File: src/rtl/match_session_ctrl.sv
// Session controller for the UART pattern detector: arms a session, gates the receiver,
// counts matches/frames and raises a level IRQ. Optional timeout guarded by MATCH_TIMEOUT_EN.
module match_session_ctrl #(
  parameter int CNT_W        = 8,
  parameter int FRM_W        = 8,
  parameter int TIMEOUT_BITS = 64
) (
  input  logic             clk,
  input  logic             rst,
  input  logic             start,
  input  logic             abort,
  input  logic [3:0]       cfg_pattern,
  input  logic [CNT_W-1:0] cfg_target,
  input  logic             bit_strobe,
  input  logic             match,
  input  logic             frame_done,
  input  logic             framing_error,
  input  logic             irq_ack,
  output logic             rx_enable,
  output logic [3:0]       pattern,
  output logic [CNT_W-1:0] match_count,
  output logic [FRM_W-1:0] frame_count,
  output logic             irq,
  output logic [1:0]       err_code,
  output logic             busy
);

  typedef enum logic [2:0] {S_IDLE, S_ARM, S_RUN, S_DONE, S_ERR} state_t;

  state_t           state, state_nx;
  logic [CNT_W-1:0] target;
  logic [CNT_W-1:0] match_inc;
  logic [1:0]       err_nx;
  logic             ld_cfg;
  logic             inc_match;
  logic             inc_frame;
  logic             timeout_hit;

  function automatic logic [CNT_W-1:0] sat_inc_cnt(input logic [CNT_W-1:0] v);
    return (&v) ? v : v + 1'b1;
  endfunction

  function automatic logic [FRM_W-1:0] sat_inc_frm(input logic [FRM_W-1:0] v);
    return (&v) ? v : v + 1'b1;
  endfunction

  assign match_inc = sat_inc_cnt(match_count);

`ifdef MATCH_TIMEOUT_EN
  localparam int TMR_W = $clog2(TIMEOUT_BITS + 1);
  logic [TMR_W-1:0] tmr;

  // Timeout fires on the strobe that would bring the count to TIMEOUT_BITS.
  assign timeout_hit = bit_strobe && (tmr == TMR_W'(TIMEOUT_BITS - 1));

  always_ff @(posedge clk) begin
    if (rst)
      tmr <= '0;
    else if (ld_cfg || inc_match)
      tmr <= '0;
    else if (state == S_RUN && bit_strobe && !abort)
      tmr <= tmr + 1'b1;
  end
`else
  localparam int unused_timeout_bits = TIMEOUT_BITS;
  logic unused_bit_strobe;
  assign unused_bit_strobe = bit_strobe;
  assign timeout_hit       = 1'b0;
`endif

  always_ff @(posedge clk) begin
    if (rst)
      state <= S_IDLE;
    else
      state <= state_nx;
  end

  // abort outranks every other request; error outranks match in RUN.
  always_comb begin
    state_nx  = state;
    err_nx    = err_code;
    ld_cfg    = 1'b0;
    inc_match = 1'b0;
    inc_frame = 1'b0;
    if (abort) begin
      state_nx = S_IDLE;
      if (state == S_ARM || state == S_RUN)
        err_nx = 2'd3;
    end else begin
      case (state)
        S_IDLE: begin
          if (start) begin
            state_nx = S_ARM;
            ld_cfg   = 1'b1;
            err_nx   = 2'd0;
          end
        end
        S_ARM:  state_nx = S_RUN;
        S_RUN: begin
          inc_frame = frame_done;
          if (framing_error) begin
            state_nx = S_ERR;
            err_nx   = 2'd1;
          end else if (match) begin
            inc_match = 1'b1;
            if (match_inc == target)
              state_nx = S_DONE;
          end else if (timeout_hit) begin
            state_nx = S_ERR;
            err_nx   = 2'd2;
          end
        end
        S_DONE, S_ERR: begin
          if (irq_ack)
            state_nx = S_IDLE;
        end
        default: state_nx = S_IDLE;
      endcase
    end
  end

  always_ff @(posedge clk) begin
    if (rst) begin
      pattern     <= '0;
      target      <= '0;
      match_count <= '0;
      frame_count <= '0;
      err_code    <= 2'd0;
    end else begin
      err_code <= err_nx;
      if (ld_cfg) begin
        pattern     <= cfg_pattern;
        target      <= (cfg_target == '0) ? CNT_W'(1) : cfg_target;
        match_count <= '0;
        frame_count <= '0;
      end else begin
        if (inc_match)
          match_count <= match_inc;
        if (inc_frame)
          frame_count <= sat_inc_frm(frame_count);
      end
    end
  end

  assign rx_enable = (state == S_RUN);
  assign irq       = (state == S_DONE) || (state == S_ERR);
  assign busy      = (state == S_ARM) || (state == S_RUN);

endmodule
File: config.mk
export PLATFORM = sky130hd
export DESIGN_NAME = match_session_ctrl
export DESIGN_NICKNAME = d
export VERILOG_FILES = /design/src/rtl/match_session_ctrl.sv
export SDC_FILE = /design/constraint.sdc
export NUM_CORES = 1
export LEC_CHECK = 0
export CORE_MARGIN = 2
export CORE_UTILIZATION = 45
export DETAILED_ROUTE_END_ITERATION = 16
export PLACE_DENSITY = 0.75
export SLEW_MARGIN = 10
export SYNTH_ARGS = -nofsm -noshare
export SYNTH_HDL_FRONTEND = slang
export SYNTH_SLANG_ARGS = --single-unit
File: constraint.sdc
create_clock -name clk -period 2.7 [get_ports clk]
set_clock_uncertainty 0.15 [all_clocks]
set_input_delay 0.405 -clock clk [delete_from_list [all_inputs] [get_ports clk]]
set_output_delay 0.405 -clock clk [all_outputs]
set_load 0.03 [all_outputs]
=== Word level (Yosys, flattened, before mapping) ===
Cells that the tools add are included.

* Add/subtract/negate cells: 2
* Reduce and logical (&&, ||, !) cells: 13
* Mux-type cells: 22
* Equality and inequality tests: 12
* Bitwise gates (word level): 1

{| class="wikitable"
|+ Operators with widths
! operator !! count
|-
| $add 8x1->8 const B || 2
|-
| $mux 8 || 2
|-
| $reduce_and 8->1 || 2
|-
| $mux 3 || 5
|-
| $pmux 3 s4 || 1
|-
| $mux 1 || 9
|-
| $ne 3x3->1 const B || 3
|-
| $eq 8x8->1 || 1
|-
| $logic_not 8->1 || 1
|-
| $mux 2 || 4
|-
| $reduce_and 4->1 || 2
|-
| $eq 3x2->1 const B || 2
|-
| $reduce_or 2->1 || 3
|-
| $ne 2x2->1 const B || 2
|-
| $pmux 2 s2 || 1
|-
| $eq 3x1->1 const B || 1
|-
| $eq 3x3->1 const B || 1
|-
| $logic_not 3->1 || 1
|-
| $ne 3x2->1 const B || 1
|-
| $reduce_bool 3->1 || 1
|-
| $logic_or 1x1->1 || 2
|-
| $ne 2x1->1 const B || 1
|-
| $reduce_and 2->1 || 1
|-
| $not 1->1 || 1
|}

* Output and inout bits: 25
* Bits in registers: 33
* Word-level logic and storage cells: 56

=== Logic depth before layout (Yosys ltp) ===
* Depth in word-level cells: 7
* Depth in mapped cells: 8

=== Worst setup path after synthesis ===
Ideal clock, no wire load.

* Path type: flip-flop to flip-flop
* From: register match_count[0]
* To: register state[0]
* Setup slack: 0.535 ns
* Buffers on the path: 1
* Data required time: 2.480 ns
* Setup time: 0.070 ns
* Stages on the path, launching flop included: 9
* Arrival time: 1.946 ns
* Path through: dfxtp_1 ha_1 buf_2 xor2_1 o21ai_0 or4b_1 a211oi_2 nand4_1 a21oi_1

* Cells in the longest elaborated chain, start to end: 5

{| class="wikitable"
|+ RTL lines
! element !! line !! text
|-
| start, declared || 21 || <nowiki>output logic [CNT_W-1:0] match_count,</nowiki>
|-
| start signal, assigned || 138 || <nowiki>match_count <= match_inc;</nowiki>
|-
| $add 8x1->8 / $reduce_and 8->1 (equally long branches) || 40 || <nowiki>return (&v) ? v : v + 1'b1;</nowiki>
|-
| $mux 8 (*) || 40 ||
|-
| $eq 8x8->1 (*) || 106 || <nowiki>if (match_inc == target)</nowiki>
|-
| $ne 3x2->1 (no line) (*) || -- ||
|-
| $reduce_and 4->1 (no line) (*) || -- ||
|-
| end signal, assigned || 75 || <nowiki>state <= state_nx;</nowiki>
|-
| end, declared || 30 || <nowiki>state_t state, state_nx;</nowiki>
|}

Mark *: on every way between the ends. The rest lies on a longest branch, timed or not.
A chain may end at the register's enable or synchronous reset.

=== Final worst setup path ===
* From: register state[0]
* To: output irq

* Cells in the longest elaborated chain, start to end: 2

{| class="wikitable"
|+ RTL lines
! element !! line !! text
|-
| $eq 3x2->1 / $eq 3x3->1 (equally long branches) || 146 || <nowiki>assign irq = (state == S_DONE) || (state == S_ERR);</nowiki>
|-
| $logic_or 1x1->1 (*) || 146 ||
|-
| end, declared || 23 || <nowiki>output logic irq,</nowiki>
|}

Marked as above.

==> flow_summary.json <==
{
  "synth_seq_cells": 33,
  "maxCapViolCount": 0,
  "dp_hpwl_mm": 2.981,
  "clk_latency_ns": 0.28,
  "fp.dieArea_um2": 4488,
  "diodes": 0,
  "io_buffers": 44,
  "ioPinCount": 46,
  "irDropWorstVdd_mv": 0.3534,
  "numCtsBuffers": 5,
  "dp_slack_ns": 0.2556,
  "r2r_slack_ns": 0.45,
  "synth_top_area_share_pct": 37.00,
  "dp_cells": 311,
  "min_from": "pattern[2]$_SDFFE_PP0P_",
  "clockBufferDepth": 2,
  "power.density_nw_per_um2": 428.0,
  "hold_viol_final": 0,
  "fmax_ghz": 0.4120,
  "power.internal_uw": 761.7,
  "cts_tree": "done",
  "final_layout_size_suffix_gt1_share_pct": 7.037,
  "cts_hold_buf": 0,
  "rsz0062_at_grt": "false",
  "syn-cell-area_um2": 1785,
  "ys_warn_count": 0,
  "path_clk_slew_ns": 0.06,
  "min_to": "pattern[2]$_SDFFE_PP0P_",
  "relSlewSlack_pct": 69.20,
  "grt_overflow": 0,
  "period_share_pct": 89.90,
  "antenna_left": 0,
  "vias_per_cell": 5.355,
  "status": "complete, no violations",
  "timing.rr.start": "match_count[1]$_SDFFE_PP0P_",
  "p_switching_uw": 242.3,
  "worst_pin_slew_ns": 0.4614,
  "dr.first_iter.drc_count": 56,
  "initial_core_util_pct": 47.69,
  "rr_endpoint": "state[0]$_SDFFE_PP0P_",
  "cts_resized": 0,
  "vias": 1703,
  "syn_nets": 251,
  "drc": 0,
  "critPathTopFamily": "buffers and inverters",
  "worstSetupEndpointType": "primary output",
  "slowest_stage": "clkdlybuf4s50_1",
  "wl_per_cell_um": 12.74,
  "h-tree-depth": 2,
  "synthTopCellsByArea": "dfxtp_1 (37%), nand2_1 (8.8%), a21oi_1 (7.0%)",
  "antenna_found_initial": 0,
  "synth_top_area_cell": "dfxtp_1",
  "crit_path_start_kind": "flip-flop",
  "synth_top_flop_cell": "dfxtp_1",
  "die_y_um": 66.99,
  "grt_max_degree": 17,
  "final_net_count": 293,
  "grt_pass1_wl_mm": 7.038,
  "fin_ws_ns": 0.2726,
  "drv_slew": 0,
  "postSynthCellCount": 228,
  "row_count": 22,
  "setup_viol": 0,
  "cp.depth": 3,
  "p_sw_share_pct": 24.13,
  "grt_pass1_vias": 1622,
  "critical_path_class": "flip-flop to primary output",
  "cellLeakagePower_uw": 0.0008262,
  "ys_types": 45,
  "ff2ff_path_depth": 7,
  "post-synth-top-count-cell": "nand2_1",
  "cp_max_fo": 14,
  "design.core.area_um2": 3744,
  "cp_data_required_time_ns": 2.14,
  "worstPathCellList": "nand2_1 > o21ai_0 > clkdlybuf4s50_1",
  "stdcell_count": 318,
  "cts_sinks": 33,
  "path_buf_inv": 1,
  "synth_commonest_cells": "nand2_1 (42), dfxtp_1 (33), a21oi_1 (25), nor2_1 (21), xor2_1 (11)",
  "setup_tns_ns": 0,
  "slowest_delay_ns": 0.69,
  "die_width_um": 66.99,
  "avgSynthCellArea_um2": 7.831,
  "syn2layout_area_growth_pct": 31.39,
  "p_clk_share_pct": 37.3,
  "startpoint": "state[0]$_SDFFE_PP0P_",
  "routed_wl_mm": 4.051,
  "holdPathStages": 2,
  "cts-root-buf": "clkbuf_8",
  "grt_usage_pct": 20.43,
  "drt_first_pass_iters": 4,
  "cts_setup_buffers": 0,
  "fin_crit_ns": 2.427,
  "cp.arrival_ns": 1.87,
  "synth_edf_count": 0,
  "place_congestion": 0.8240,
  "hold_class": "flip-flop to flip-flop",
  "ys_async_sr_fraction_pct": 0,
  "pwr-share-comb_pct": 11.8,
  "p_seq_share_pct": 50.9,
  "ys_seq_area_share_pct": 37.00
}
cell usage in the layout, fill, tap and decap left out, drive strengths merged, types with 3 or more instances in the layout:
cell type	netlist	routed
or3	4	4
a21oi	25	25
xnor2	5	5
clkbuf	7	7
nor3	6	6
a31oi	3	3
mux2i	6	6
nand3	7	7
nand2b	4	4
dfxtp	33	33
nor2	21	21
xor2	11	11
o21ai	10	10
buf	8	6
and3	3	3
nand2	42	42
clkdlybuf4s50	0	44
nand4	6	6
worst reg2reg max path, stage by stage (launching register included):
cell	delay [ns]
dfxtp_1	0.46
ha_1	0.41
xor2_1	0.10
o21ai_0	0.16
or4b_1	0.49
a211oi_2	0.16
nand4_1	0.12
a21oi_1	0.15
metrics by stage:
stage | cell area [µm²] | utilization (%) | power (µW) | hold slack (ns)
after floorplan | 1785 | - | 582.2 | 0.2981
final | 2346 | 62.67 | 1004 | 0.3017
after global routing | 2346 | 62.67 | 1047 | 0.3235
after global placement | 2260 | 60.36 | 638.6 | 0.2909
after CTS | 2346 | 62.67 | 1016 | 0.3053
after detailed placement | 2260 | 60.36 | 640.5 | 0.2976
metal layers:
layer  track usage [%]  part of all wire (%)  up-vias
met5                 0                     0        -
met4             7.908                   1.4        0
met3             5.236                   5.1        6
met2             34.75                    47       57
met1             24.50                    47      759
li1                  -                     -      881
sequential cells by signal, summed over array words and instances, names as in the netlist:
signal / count
match_count: 8
frame_count: 8
pattern: 4
err_code: 2
state: 3
target: 8
worst max path at each step:
stage	end
global route	rx_enable
detailed placement	frame_count[7]$_SDFFE_PP0P_
floorplan	state[0]$_SDFFE_PP0P_
global placement	frame_count[7]$_SDFFE_PP0P_
finish	irq
CTS	busy
kinds of logic (layout without fill, tap and decap cells):
family	count (synthesis)	count (layout)	share of synthesized area, %
AO/OA/AOI/OAI	47	47	15.56
XOR/XNOR	16	16	8.269
adder cells (fa/ha/maj)	2	2	1.401
buffers and inverters	16	58	4.205
flip-flops	33	33	37.00
multiplexers	6	6	3.364
AND/OR/NAND/NOR	108	108	30.20
power groups by stage:
| stage | Clock, µW | Combinational, µW | Sequential [µW] |
|---|---|---|---|
| floorplan | 0 | 55.4 | 527 |
| global placement | 0 | 117 | 522 |
| detailed placement | 0 | 118 | 522 |
| CTS | 386 | 119 | 511 |
| global route | 403 | 131 | 513 |
| finish | 375 | 118 | 511 |
cell type report:
type	instances	area, µm²
clock buffer	7	86.33
fill	357	1398
inverter	1	3.754
multi-input combinational	179	1050
sequential	33	660.6
tap	48	60.06
timing repair buffer	50	485.5
No activity file was read; power rests on OpenSTA's default activity.
